[src/rtl/packet_source.sv]
// packet_source: traffic generator for a router injection port.
// Builds head + payload packets, tracks per-VC credits returned on flow_ctrl,
// and stamps each tail flit with the packet count and the source address.
// Ports:
//   clk, reset      clock; synchronous active-low reset
//   enable          permits new packet starts (an in-flight packet always completes)
//   router_address  own address, placed in the tail flit
//   dest_address    destination, placed in the head flit at packet start
//   flow_ctrl       credit return {valid, vc_idx}
//   channel         {link_active (optional), flit_valid, vc_idx, head, data}
//   packet_count    tail flits sent since reset
//   error           sticky credit-overflow flag
module packet_source #(
    parameter int initial_seed           = 0,
    parameter int injection_rate         = 10000,
    parameter int buffer_size            = 64,
    parameter int num_vcs                = 8,
    parameter int max_payload_length     = 4,
    parameter int min_payload_length     = 1,
    parameter int num_dimensions         = 2,
    parameter int num_routers            = 16,
    parameter int packet_count_reg_width = 32,
    parameter int flit_data_width        = 64,
    parameter int enable_link_pm         = 1,
    localparam int vc_idx_width      = num_vcs > 1 ? $clog2(num_vcs) : 1,
    localparam int dim_addr_width    = ($clog2(num_routers) + num_dimensions - 1) / num_dimensions,
    localparam int router_addr_width = dim_addr_width * num_dimensions,
    localparam int channel_width     = (enable_link_pm != 0 ? 1 : 0) + 2 + vc_idx_width + flit_data_width
) (
    input  logic                              clk,
    input  logic                              reset,
    input  logic                              enable,
    input  logic [router_addr_width-1:0]      router_address,
    input  logic [router_addr_width-1:0]      dest_address,
    input  logic [vc_idx_width:0]             flow_ctrl,
    output logic [channel_width-1:0]          channel,
    output logic [packet_count_reg_width-1:0] packet_count,
    output logic                              error
);
    localparam int vw  = vc_idx_width;
    localparam int raw = router_addr_width;
    localparam int fdw = flit_data_width;
    localparam int pcw = packet_count_reg_width;
    localparam int cpv = buffer_size / num_vcs;
    localparam int cw  = $clog2(cpv + 1);
    localparam int lw  = $clog2(max_payload_length + 1);
    localparam int plw = max_payload_length > min_payload_length ?
                         $clog2(max_payload_length - min_payload_length + 1) : 1;
    localparam logic [cw-1:0] cred_full = cw'(cpv);
    localparam logic [lw-1:0] len_min   = lw'(min_payload_length);
    localparam logic [lw-1:0] len_max   = lw'(max_payload_length);
    // xorshift cannot leave an all-zero state, so a zero seed is replaced
    localparam logic [31:0] seed0 = initial_seed == 0 ? 32'h2545_f491 : 32'(initial_seed);

    typedef enum logic {IDLE, PAYLOAD} state_t;

    state_t state, state_d;
    logic [cw-1:0] credit [num_vcs];
    logic [vw-1:0] rr_ptr, cur_vc, sel_vc, vc_d;
    logic [lw-1:0] next_len, cur_len, idx;
    logic [31:0] rng, rng_a, rng_b, rng_d;
    logic [fdw-1:0] data_d;
    logic [channel_width-1:0] ch_d;
    logic sel_ok, roll, start, tail, valid_d, head_d, link_d;
    logic fc_valid;
    logic [vw-1:0] fc_vc;

    assign fc_valid = flow_ctrl[vw];
    assign fc_vc    = flow_ctrl[vw-1:0];

    // injection roll: uniform draw in 0..9999 compared against the rate
    assign rng_a = rng ^ (rng << 13);
    assign rng_b = rng_a ^ (rng_a >> 17);
    assign rng_d = rng_b ^ (rng_b << 5);
    assign roll  = (rng % 32'd10000) < 32'(injection_rate);

    // round-robin search; descending loop so the smallest offset from rr_ptr wins
    always_comb begin
        sel_ok = 1'b0;
        sel_vc = rr_ptr;
        for (int i = num_vcs - 1; i >= 0; i--) begin
            if (credit[(int'(rr_ptr) + i) % num_vcs] != '0) begin
                sel_ok = 1'b1;
                sel_vc = vw'((int'(rr_ptr) + i) % num_vcs);
            end
        end
    end

    always_comb begin
        state_d = state;
        valid_d = 1'b0;
        head_d  = 1'b0;
        vc_d    = '0;
        data_d  = '0;
        start   = 1'b0;
        tail    = 1'b0;
        if (state == IDLE) begin
            start = enable && roll && sel_ok;
            if (start) begin
                state_d               = PAYLOAD;
                valid_d               = 1'b1;
                head_d                = 1'b1;
                vc_d                  = sel_vc;
                data_d[plw-1:0]       = plw'(next_len - len_min);
                data_d[plw +: raw]    = dest_address;
            end
        end else if (credit[cur_vc] != '0) begin
            valid_d = 1'b1;
            vc_d    = cur_vc;
            tail    = idx + lw'(1) == cur_len;
            if (tail) begin
                state_d                    = IDLE;
                data_d[fdw-raw-pcw +: pcw] = packet_count;
                data_d[fdw-raw +: raw]     = router_address;
            end
        end
        link_d = valid_d || state == PAYLOAD;
    end

    if (enable_link_pm != 0) begin : g_pm
        assign ch_d = {link_d, valid_d, vc_d, head_d, data_d};
    end else begin : g_nopm
        assign ch_d = {valid_d, vc_d, head_d, data_d};
    end

    always_ff @(posedge clk) begin
        if (!reset) begin
            state        <= IDLE;
            channel      <= '0;
            packet_count <= '0;
            error        <= 1'b0;
            rr_ptr       <= '0;
            next_len     <= len_min;
            cur_vc       <= '0;
            cur_len      <= len_min;
            idx          <= '0;
            rng          <= seed0;
            for (int v = 0; v < num_vcs; v++) credit[v] <= cred_full;
        end else begin
            state   <= state_d;
            channel <= ch_d;
            rng     <= rng_d;
            if (start) begin
                cur_vc   <= sel_vc;
                cur_len  <= next_len;
                idx      <= '0;
                rr_ptr   <= sel_vc == vw'(num_vcs - 1) ? '0 : sel_vc + 1'b1;
                next_len <= next_len == len_max ? len_min : next_len + 1'b1;
            end
            if (valid_d && !head_d) idx <= idx + 1'b1;
            if (tail) packet_count <= packet_count + 1'b1;
            // a return and a send on the same VC cancel; a return to a full VC saturates
            for (int v = 0; v < num_vcs; v++) begin
                if (fc_valid && fc_vc == vw'(v) && !(valid_d && vc_d == vw'(v))) begin
                    if (credit[v] == cred_full) error <= 1'b1;
                    else credit[v] <= credit[v] + 1'b1;
                end else if (valid_d && vc_d == vw'(v) && !(fc_valid && fc_vc == vw'(v))) begin
                    credit[v] <= credit[v] - 1'b1;
                end
            end
        end
    end
endmodule

[config.mk]
export PLATFORM = sky130hd
export DESIGN_NAME = packet_source
export DESIGN_NICKNAME = d
export VERILOG_FILES = /design/src/rtl/packet_source.sv
export SDC_FILE = /design/constraint.sdc
export NUM_CORES = 1
export LEC_CHECK = 0
export ABC_AREA = 1
export CAP_MARGIN = 30
export CORE_MARGIN = 10
export CORE_UTILIZATION = 54
export CTS_CLUSTER_SIZE = 40
export DETAILED_ROUTE_END_ITERATION = 12
export PLACE_DENSITY_LB_ADDON = 0.1
export SYNTH_ARGS = -nofsm -noshare
export SYNTH_HDL_FRONTEND = slang
export SYNTH_SLANG_ARGS = --single-unit
[constraint.sdc]
create_clock -name clk -period 5 [get_ports clk]
set_input_delay 1 -clock clk [delete_from_list [all_inputs] [get_ports clk]]
set_output_delay 1 -clock clk [all_outputs]
set_load 0.02 [all_outputs]
==> results.toml, run 1 <==
[final_layout]
design_area_um2 = 9380
fin_util_pct = 66.8
syn_to_final_growth_pct = 20.0
fin_nets = 1229
fillers = 1222
n_antenna_cell = 0
layout-drive-gt1-share_pct = 7.94

[place]
dpl.hpwl_um = 16200
globalplace.congestion = 0.983
placed_area_um2 = 8790
port_buffers = 95

[cts]
root_buffer = "clkbuf_16"
cts_buffer_depth = 2
clock_latency_ns = 0.42
cts_tree = "built"
htree_levels = 4
clk_pin_slew_ns = 0.06
numClockSinks = 135
numCtsBuffers = 17

[timing]
clock_skew_ns = 0.0137
finalSetupViolCount = 0
rsz0062_at_grt = "no"
finalHoldViolCount = 0
tightest_slew_ns = 0.568
drv_slew = 0
fmax_ghz = 0.225
relSlewSlack_pct = 61.8
post-route-period-util_pct = 88.9
tns_ns = 0
min_period_ns = 4.44

[power_and_ir_drop]
internal-power_mw = 2.14
power-per-cell-area_nw_per_um2 = 344
clockPowerShare_pct = 37.2
p_leak_nw = 3.95
share_comb_of_total_power_pct = 24.3
power.total_mw = 3.23
switchingPower_mw = 1.09
p_sw_share_pct = 33.8
seq_power_share_pct = 38.5
ir_drop_v = 0.000211

[logic_synthesis]
synthCells = 1096
synth.top_cells.by_area = "dfxtp_1 (26%), edfxtp_1 (12%), nand2_1 (11%), nor2_1 (6.7%), nand3_1 (6.5%)"
synth_cell_types = 44
yosys.area.top_type_share_pct = 26.4
ys_warn_count = 0
synth_flop_cell = "dfxtp_1"
ys_seq_elements = 135
yosys-top-cells-count = "nand2_1 (228), nor2_1 (140), inv_1 (133)"
synth-seq-area-share_pct = 38.7
async_reset_ff_share_pct = 0
synth_area_leader_cell = "dfxtp_1"
yosysMostFrequentCell = "nand2_1"
syn-cell-area_um2 = 7810
synth_area_per_cell_um2 = 7.13
synth_edf_count = 32

[detailed_routing]
wl_per_cell_um = 15.4
drt_iter0_markers = 685
vias = 7339
post_drt_via_cell_ratio = 5.33
wl_um = 21300
ant_nets = 0
drc = 0
dr.pass1.iters = 8

[critical_path]
cp.required_ns = 5.16
r2r_setup_slack_ns = 0.56
path_class = "flip-flop to flip-flop"
crit_fanout = 31
r2r_start = "rr_ptr[0]"
arrival_ns = 4.60
startpoint_type = "flip-flop"
ff2ff_path_depth = 27
crit_path_end_kind = "flip-flop"
regToRegEndpoint = "credit[7][3]"

[floorplanning]
die_h_um = 140
die_area_um2 = 19700
fp-row-count = 43
io-pin-count = 118
die_x_um = 140
start_util_pct = 55.6
core-area_um2 = 14000

[grt]
grt_max_degree = 44
top_usage_layer = "met2"
grt_usage_pct = 21.2
met3_usage_pct = 6.32
use_met1_pct = 24.5
grt_antenna_before_repair = 0
grt_pass1_vias = 7170
grt_first_pass_wirelength_um = 34700
use_met2_pct = 35.3
overflow = 0

[run_status]
outcome = "finished clean"

[job]
drv_cap = 0

[hold_path]
holdCritPathClass = "flip-flop to flip-flop"
min_from = "idx[1]"
min_to = "idx[1]"
whs_path_depth = 2
==> layout by cell type, fill, tap and decap left out, types with 11 or more instances in the layout <==
cell type,synthesis,routed
nor3_1,17,17
nand2_2,11,11
dfxtp_1,103,103
nand4_1,13,13
inv_1,133,132
nand2_1,228,228
o21ai_1,15,15
conb_1,1,22
xor2_1,15,15
nand3_1,101,101
a21oi_1,77,77
nor2_1,140,139
inv_2,14,14
clkdlybuf4s50_1,0,95
o21ai_0,43,43
ha_1,23,22
edfxtp_1,32,32
clkbuf_16,0,18
==> state kept, by name, summed over array words and instances, names as in the netlist, 3 cells and up, named ones only <==
name and cells:
credit 32, rr_ptr 3, channel 48, cur_len 3, cur_vc 3, next_len 3
idx 3, packet_count 32
==> stage by stage <==
step | hold WS (ns) | setup WS, ns | instances
floorplan | 0.430 | 1.02 | 1117
global placement | 0.447 | 0.654 | 1344
detailed placement | 0.453 | 0.472 | 1344
CTS | 0.467 | 0.377 | 1376
global route | 0.493 | 0.0414 | 1377
finish | 0.465 | 0.557 | 1377
==> cell families after synthesis <==
family | synth area share [%]
AND/OR/NAND/NOR | 31.0
buffers and inverters | 11.6
AO/OA/AOI/OAI | 10.7
adder cells (fa/ha/maj) | 5.48
flip-flops | 38.7
other | 0.0480
multiplexers | 0.128
XOR/XNOR | 2.37
==> worst max path at each step <==
stage,startpoint,end,cells after the start
floorplan,rr_ptr[0],credit[7][3],32
global placement,rr_ptr[0],credit[7][3],28
detailed placement,rr_ptr[0],credit[7][3],28
CTS,rr_ptr[0],credit[7][3],28
global route,rr_ptr[0],credit[7][3],28
finish,rr_ptr[0],credit[7][3],27
==> critical path, stage by stage (launching register included) <==
cell        delay (ns)
dfxtp_1           0.37
inv_4             0.15
ha_2              0.43
clkinvlp_4        0.21
nand3_1           0.16
nand2_1           0.09
nand2_1           0.09
nor3_1            0.05
nor2_1            0.16
nor2_2            0.08
inv_2             0.06
nor2_1            0.03
nand3_1           0.13
nand2_2           0.09
nor2_4            0.23
nand2_2           0.12
o21ai_2           0.14
nand3_1           0.23
nor2_2            0.18
inv_1             0.08
nor2_1            0.18
ha_1              0.27
a21oi_1           0.14
nor2_1            0.05
nor2_1            0.11
xor2_1            0.10
a21oi_1           0.14
o21ai_0           0.08
==> final cells by class <==
type / count / area (um2) / share of cell area [%]
Timing Repair inverter: 1 / 7.51 / 0.0801
Multi-Input combinational cell: 776 / 3970 / 42.3
Tap cell: 180 / 225 / 2.40
Sequential cell: 135 / 3020 / 32.2
Clock inverter: 11 / 86.3 / 0.921
Inverter: 149 / 566 / 6.03
Clock buffer: 21 / 482 / 5.14
Timing Repair Buffer: 104 / 1020 / 10.9
==> layer usage <==
layer  vias to the layer above  part of all wire, %
li1                       3672                    -
met1                      3338                   41
met2                       270                   48
met3                        59                  8.3
met4                         0                  3.1
met5                         -                    0
==> power by group through the flow <==
stage	registers (mW)	logic, mW	clock network (mW)
detailed placement	1.26	0.763	0
finish	1.24	0.785	1.20
global placement	1.26	0.755	0
global route	1.25	0.886	1.26
CTS	1.24	0.768	1.21
floorplan	1.25	0.600	0
==> timing repair <==
action	in CTS	in global routing
setup buffers	0	0
endpoints found under the setup margin	0	5
gates resized for setup	0	4
hold buffers	0	0
(Power assumes the default switching activity.)
==> run 2, diff against run 1 <==
--- a/config.mk
+++ b/config.mk
@@ -6,12 +6,12 @@
 export NUM_CORES = 1
 export LEC_CHECK = 0
 export ABC_AREA = 1
-export CAP_MARGIN = 30
 export CORE_MARGIN = 10
-export CORE_UTILIZATION = 54
+export CORE_UTILIZATION = 35
 export CTS_CLUSTER_SIZE = 40
 export DETAILED_ROUTE_END_ITERATION = 12
 export PLACE_DENSITY_LB_ADDON = 0.1
+export SETUP_SLACK_MARGIN = 0.05
 export SYNTH_ARGS = -nofsm -noshare
 export SYNTH_HDL_FRONTEND = slang
 export SYNTH_SLANG_ARGS = --single-unit
==> results.toml, run 2 (synthesis results as in run 1) <==
[run_status]
outcome = "finished clean"

[final_layout]
fin_nets = 1228
n_antenna_cell = 0
layout_common_cells = "nand2_1 (228), nor2_1 (140), inv_1 (132)"
layout-drive-gt1-share_pct = 7.78
design_area_um2 = 9480
syn_to_final_growth_pct = 21.4
largest_reg_flops = 48
final_common_cell = "nand2_1"
top_regs = "channel (48), credit (32), packet_count (32)"
top_register = "channel"

[power_and_ir_drop]
ir_drop_v = 0.000228
power-per-cell-area_nw_per_um2 = 343
p_leak_nw = 3.93

[timing]
finalSetupViolCount = 0
relSlewSlack_pct = 27.9
post-route-period-util_pct = 88.4
tns_ns = 0
fmax_ghz = 0.226
drv_slew = 0
clock_skew_ns = 0.0128
finalHoldViolCount = 0
rsz0062_at_grt = "no"
tightest_slew_ns = 1.08
min_period_ns = 4.42

[cts]
cts_buffer_depth = 2
cts_tree = "built"
numCtsBuffers = 17
root_buffer = "clkbuf_16"
numClockSinks = 135
htree_levels = 4
post_cts_buffers = 0
cts_hold_buf = 0
clock_latency_ns = 0.42
clk_pin_slew_ns = 0.07

[critical_path]
cp.required_ns = 5.17
crit_fanout = 10
path_class = "flip-flop to flip-flop"
arrival_ns = 4.59
crit_path_end_kind = "flip-flop"
startpoint_type = "flip-flop"

[detailed_routing]
ant_nets = 0
dr.pass1.iters = 5
drt_iter0_markers = 545
wl_per_cell_um = 15.5
drc = 0
vias = 7093
post_drt_via_cell_ratio = 4.81
wl_um = 22800

[floorplanning]
start_util_pct = 35.7
fp-row-count = 54
io-pin-count = 118
die_h_um = 169
core-area_um2 = 21900
die_x_um = 169
die_area_um2 = 28700

[place]
globalplace.congestion = 0.942
dpl.hpwl_um = 17700
port_buffers = 95
placed_area_um2 = 8900

[grt]
grt_antenna_before_repair = 0
grt_pass1_vias = 6908
grt_max_degree = 48
grt_usage_pct = 15.9
overflow = 0
grt_first_pass_wirelength_um = 36900

[hold_path]
holdCritPathClass = "flip-flop to flip-flop"

[job]
drv_cap = 0
[run 2: cell types whose count changed in the layout (fill, tap and decap cells not counted), moves of 2 or more]
cell        before  now
inv_6            3    6
clkinvlp_4       4    6
clkinv_2         2    0
clkinv_4         2    0
[run 2: worst max-delay path, cell delays in order (launching register included)]
cell and delay (ns):
dfxtp_1 0.38, inv_4 0.04, ha_1 0.40, clkinvlp_4 0.25
nand3_1 0.14, nand2_1 0.12, nor3_2 0.25, nor2_1 0.09
nor2_2 0.19, inv_2 0.05, nor2_1 0.09, nand3_1 0.17
nand2_2 0.14, nor2_4 0.08, nand2_1 0.11, nand2_2 0.11
inv_2 0.10, nand3_1 0.17, inv_1 0.09, nand3_1 0.16
inv_1 0.17, ha_1 0.28, a21oi_1 0.17, nand2_1 0.08
xor2_1 0.15, nor2_1 0.12, a21oi_1 0.05
[run 2: power by group]
part | switching (mW) | total, mW | internal (mW) | leakage (nW)
sequential | 0.0637 | 1.24 | 1.18 | 1.14
clock | 0.531 | 1.22 | 0.691 | 0.269
combinational | 0.533 | 0.789 | 0.256 | 2.52
total | 1.13 | 3.26 | 2.13 | 3.93
[run 2: area by class of cell]
cell class / count / area, um2
fill: 2255 / 12400
multi-input combinational: 776 / 3960
sequential: 135 / 3020
timing repair buffer: 103 / 1010
inverter: 149 / 566
clock buffer: 19 / 464
tap: 280 / 350
clock inverter: 12 / 105
timing repair inverter: 1 / 7.51
[run 2: metal layers]
metal / vias up / GRT usage [%] / wire (um)
met4: 0 / 4.47 / 283
met1: 3242 / 21.0 / 10700
met5: - / 0 / 0
li1: 3665 / - / -
met3: 15 / 4.47 / 1460
met2: 171 / 24.9 / 10400
[run 2: per-stage QoR]
| step | std cells | setup WS, ns | power [mW] | utilization, % | hold WS, ns |
|---|---|---|---|---|---|
| after floorplan | 1117 | 1.02 | 1.85 | - | 0.430 |
| after global placement | 1443 | 0.663 | 2.05 | 40.7 | 0.445 |
| after detailed placement | 1443 | 0.522 | 2.05 | 40.7 | 0.448 |
| after CTS | 1474 | 0.491 | 3.28 | 43.3 | 0.472 |
| after global routing | 1475 | 0.125 | 3.44 | 43.3 | 0.493 |
| final | 1475 | 0.579 | 3.26 | 43.3 | 0.467 |
[run 2: final timing paths]
kind                            cells past startpoint  startpoint  slack [ns]            to
worst max-delay path                               26   rr_ptr[0]        0.58  credit[3][3]
worst min-delay path                                2      idx[1]        0.47        idx[1]
worst max register to register                     26   rr_ptr[0]        0.58  credit[3][3]
worst min register to register                      2      idx[1]        0.47        idx[1]
[run 2: timing repair]
item / 4_1_cts / 5_1_grt
endpoints found under the hold margin: 0 / 0
setup endpoints to repair: 0 / 2
gates resized for setup: 0 / 2
==> run 3, diff against run 2 <==
--- a/config.mk
+++ b/config.mk
@@ -8,6 +8,7 @@
 export ABC_AREA = 1
 export CORE_MARGIN = 10
 export CORE_UTILIZATION = 35
+export CTS_BUF_LIST = sky130_fd_sc_hd__clkbuf_4
 export CTS_CLUSTER_SIZE = 40
 export DETAILED_ROUTE_END_ITERATION = 12
 export PLACE_DENSITY_LB_ADDON = 0.1
==> results.toml, run 3 (synthesis results as in run 1) <==
[critical_path]
ff2ff_path_depth = 26
crit_path_end_kind = "flip-flop"
r2r_setup_slack_ns = 0.59
cp.required_ns = 5.30
arrival_ns = 4.72
path_class = "flip-flop to flip-flop"
startpoint_type = "flip-flop"
crit_fanout = 10

[grt]
grt_usage_pct = 15.8
grt_antenna_before_repair = 1
overflow = 0
grt_first_pass_wirelength_um = 36800
grt_max_degree = 48
grt_pass1_vias = 6896

[cts]
root_buffer = "clkbuf_4"
numClockSinks = 135
cts_hold_buf = 0
cts_resized = 0
numCtsBuffers = 17
cts_buffer_depth = 2
clock_latency_ns = 0.55
htree_levels = 4
cts_tree = "built"
clk_pin_slew_ns = 0.15
post_cts_buffers = 0

[detailed_routing]
ant_nets = 0
drc = 0
dr.pass1.iters = 5
drt_iter0_markers = 518
wl_um = 22800
wl_per_cell_um = 15.5
post_drt_via_cell_ratio = 4.79
vias = 7076

[final_layout]
top_register = "channel"
layout-drive-gt1-share_pct = 7.70
final_common_cell = "nand2_1"
layout_common_cells = "nand2_1 (228), nor2_1 (140), inv_1 (132)"
top_regs = "channel (48), credit (32), packet_count (32)"
fin_nets = 1228
largest_reg_flops = 48
design_area_um2 = 9180
fin_util_pct = 42.0
layout.cells.non_filler = 1476
syn_to_final_growth_pct = 17.6

[timing]
relSlewSlack_pct = 27.6
post-route-period-util_pct = 88.3
tns_ns = 0
timing.hold.ws_ns = 0.477
clock_skew_ns = 0.0252
fmax_ghz = 0.227
finalSetupViolCount = 0
finalHoldViolCount = 0
tightest_slew_ns = 1.08
rsz0062_at_grt = "no"
min_period_ns = 4.41
drv_slew = 0

[job]
drv_cap = 0

[place]
placed_area_um2 = 8900
globalplace.congestion = 0.942
port_buffers = 95
dp_cells = 1443
dpl.hpwl_um = 17700

[power_and_ir_drop]
ir_drop_v = 0.000147
p_leak_nw = 3.80
power-per-cell-area_nw_per_um2 = 301

[floorplanning]
core-area_um2 = 21900
fp-row-count = 54
die_h_um = 169
start_util_pct = 35.7
io-pin-count = 118
die_x_um = 169
die_area_um2 = 28700

[run_status]
outcome = "finished clean"

[hold_path]
whs_path_depth = 2
holdCritPathClass = "flip-flop to flip-flop"
[run 3: cell count changes in the layout (fill, tap and decap cells not counted), sizes merged]
cell | before | now
diode | 0 | 1
clkbuf | 19 | 17
clkinv | 1 | 2
bufinv | 0 | 1
[run 3: final timing paths]
kind,start,to
worst max register to register,rr_ptr[0],credit[3][3]
worst min register to register,idx[1],idx[1]
worst max-delay path,rr_ptr[0],credit[3][3]
worst min-delay path,idx[1],idx[1]
[run 3: stage by stage]
stage	total power, mW	setup slack, ns
after floorplan	1.85	1.02
after global placement	2.05	0.663
after detailed placement	2.05	0.522
after CTS	2.78	0.468
after global routing	2.94	0.0984
final	2.76	0.587
[run 3: per-layer routing]
| metal | share of wire (%) | vias to the layer above | global-route usage, % |
|---|---|---|---|
| li1 | - | 3670 | - |
| met1 | 47 | 3200 | 20.9 |
| met2 | 45 | 187 | 24.9 |
| met3 | 7.0 | 19 | 4.40 |
| met4 | 1.3 | 0 | 4.09 |
| met5 | 0 | - | 0 |
[run 3: area by class of cell]
class / instances / area, um2
clock inverters: 14 / 139
clock buffers: 17 / 128
diodes: 1 / 2.50
well taps: 280 / 350
multi-input cells: 776 / 3960
flip-flops and latches: 135 / 3020
repair inverters: 1 / 7.51
repair buffers: 103 / 1010
inverters: 149 / 566
fillers: 2301 / 12700
[run 3: report_power, final]
| group | internal (mW) | leakage, nW | total [mW] | switching, mW |
|---|---|---|---|---|
| combinational | 0.256 | 2.52 | 0.790 | 0.533 |
| clock | 0.257 | 0.134 | 0.729 | 0.471 |
| sequential | 1.18 | 1.14 | 1.24 | 0.0634 |
[run 3: critical path, stage by stage (launching register included)]
cell,delay [ns]
dfxtp_1,0.41
inv_4,0.04
ha_1,0.40
clkinvlp_4,0.25
nand3_1,0.14
nand2_1,0.12
nor3_2,0.25
nor2_1,0.09
nor2_2,0.19
inv_2,0.05
nor2_1,0.09
nand3_1,0.17
nand2_2,0.14
nor2_4,0.08
nand2_1,0.11
nand2_2,0.11
inv_2,0.10
nand3_1,0.16
inv_1,0.09
nand3_1,0.16
inv_1,0.17
ha_1,0.28
a21oi_1,0.17
nand2_1,0.08
xor2_1,0.15
nor2_1,0.12
a21oi_1,0.05
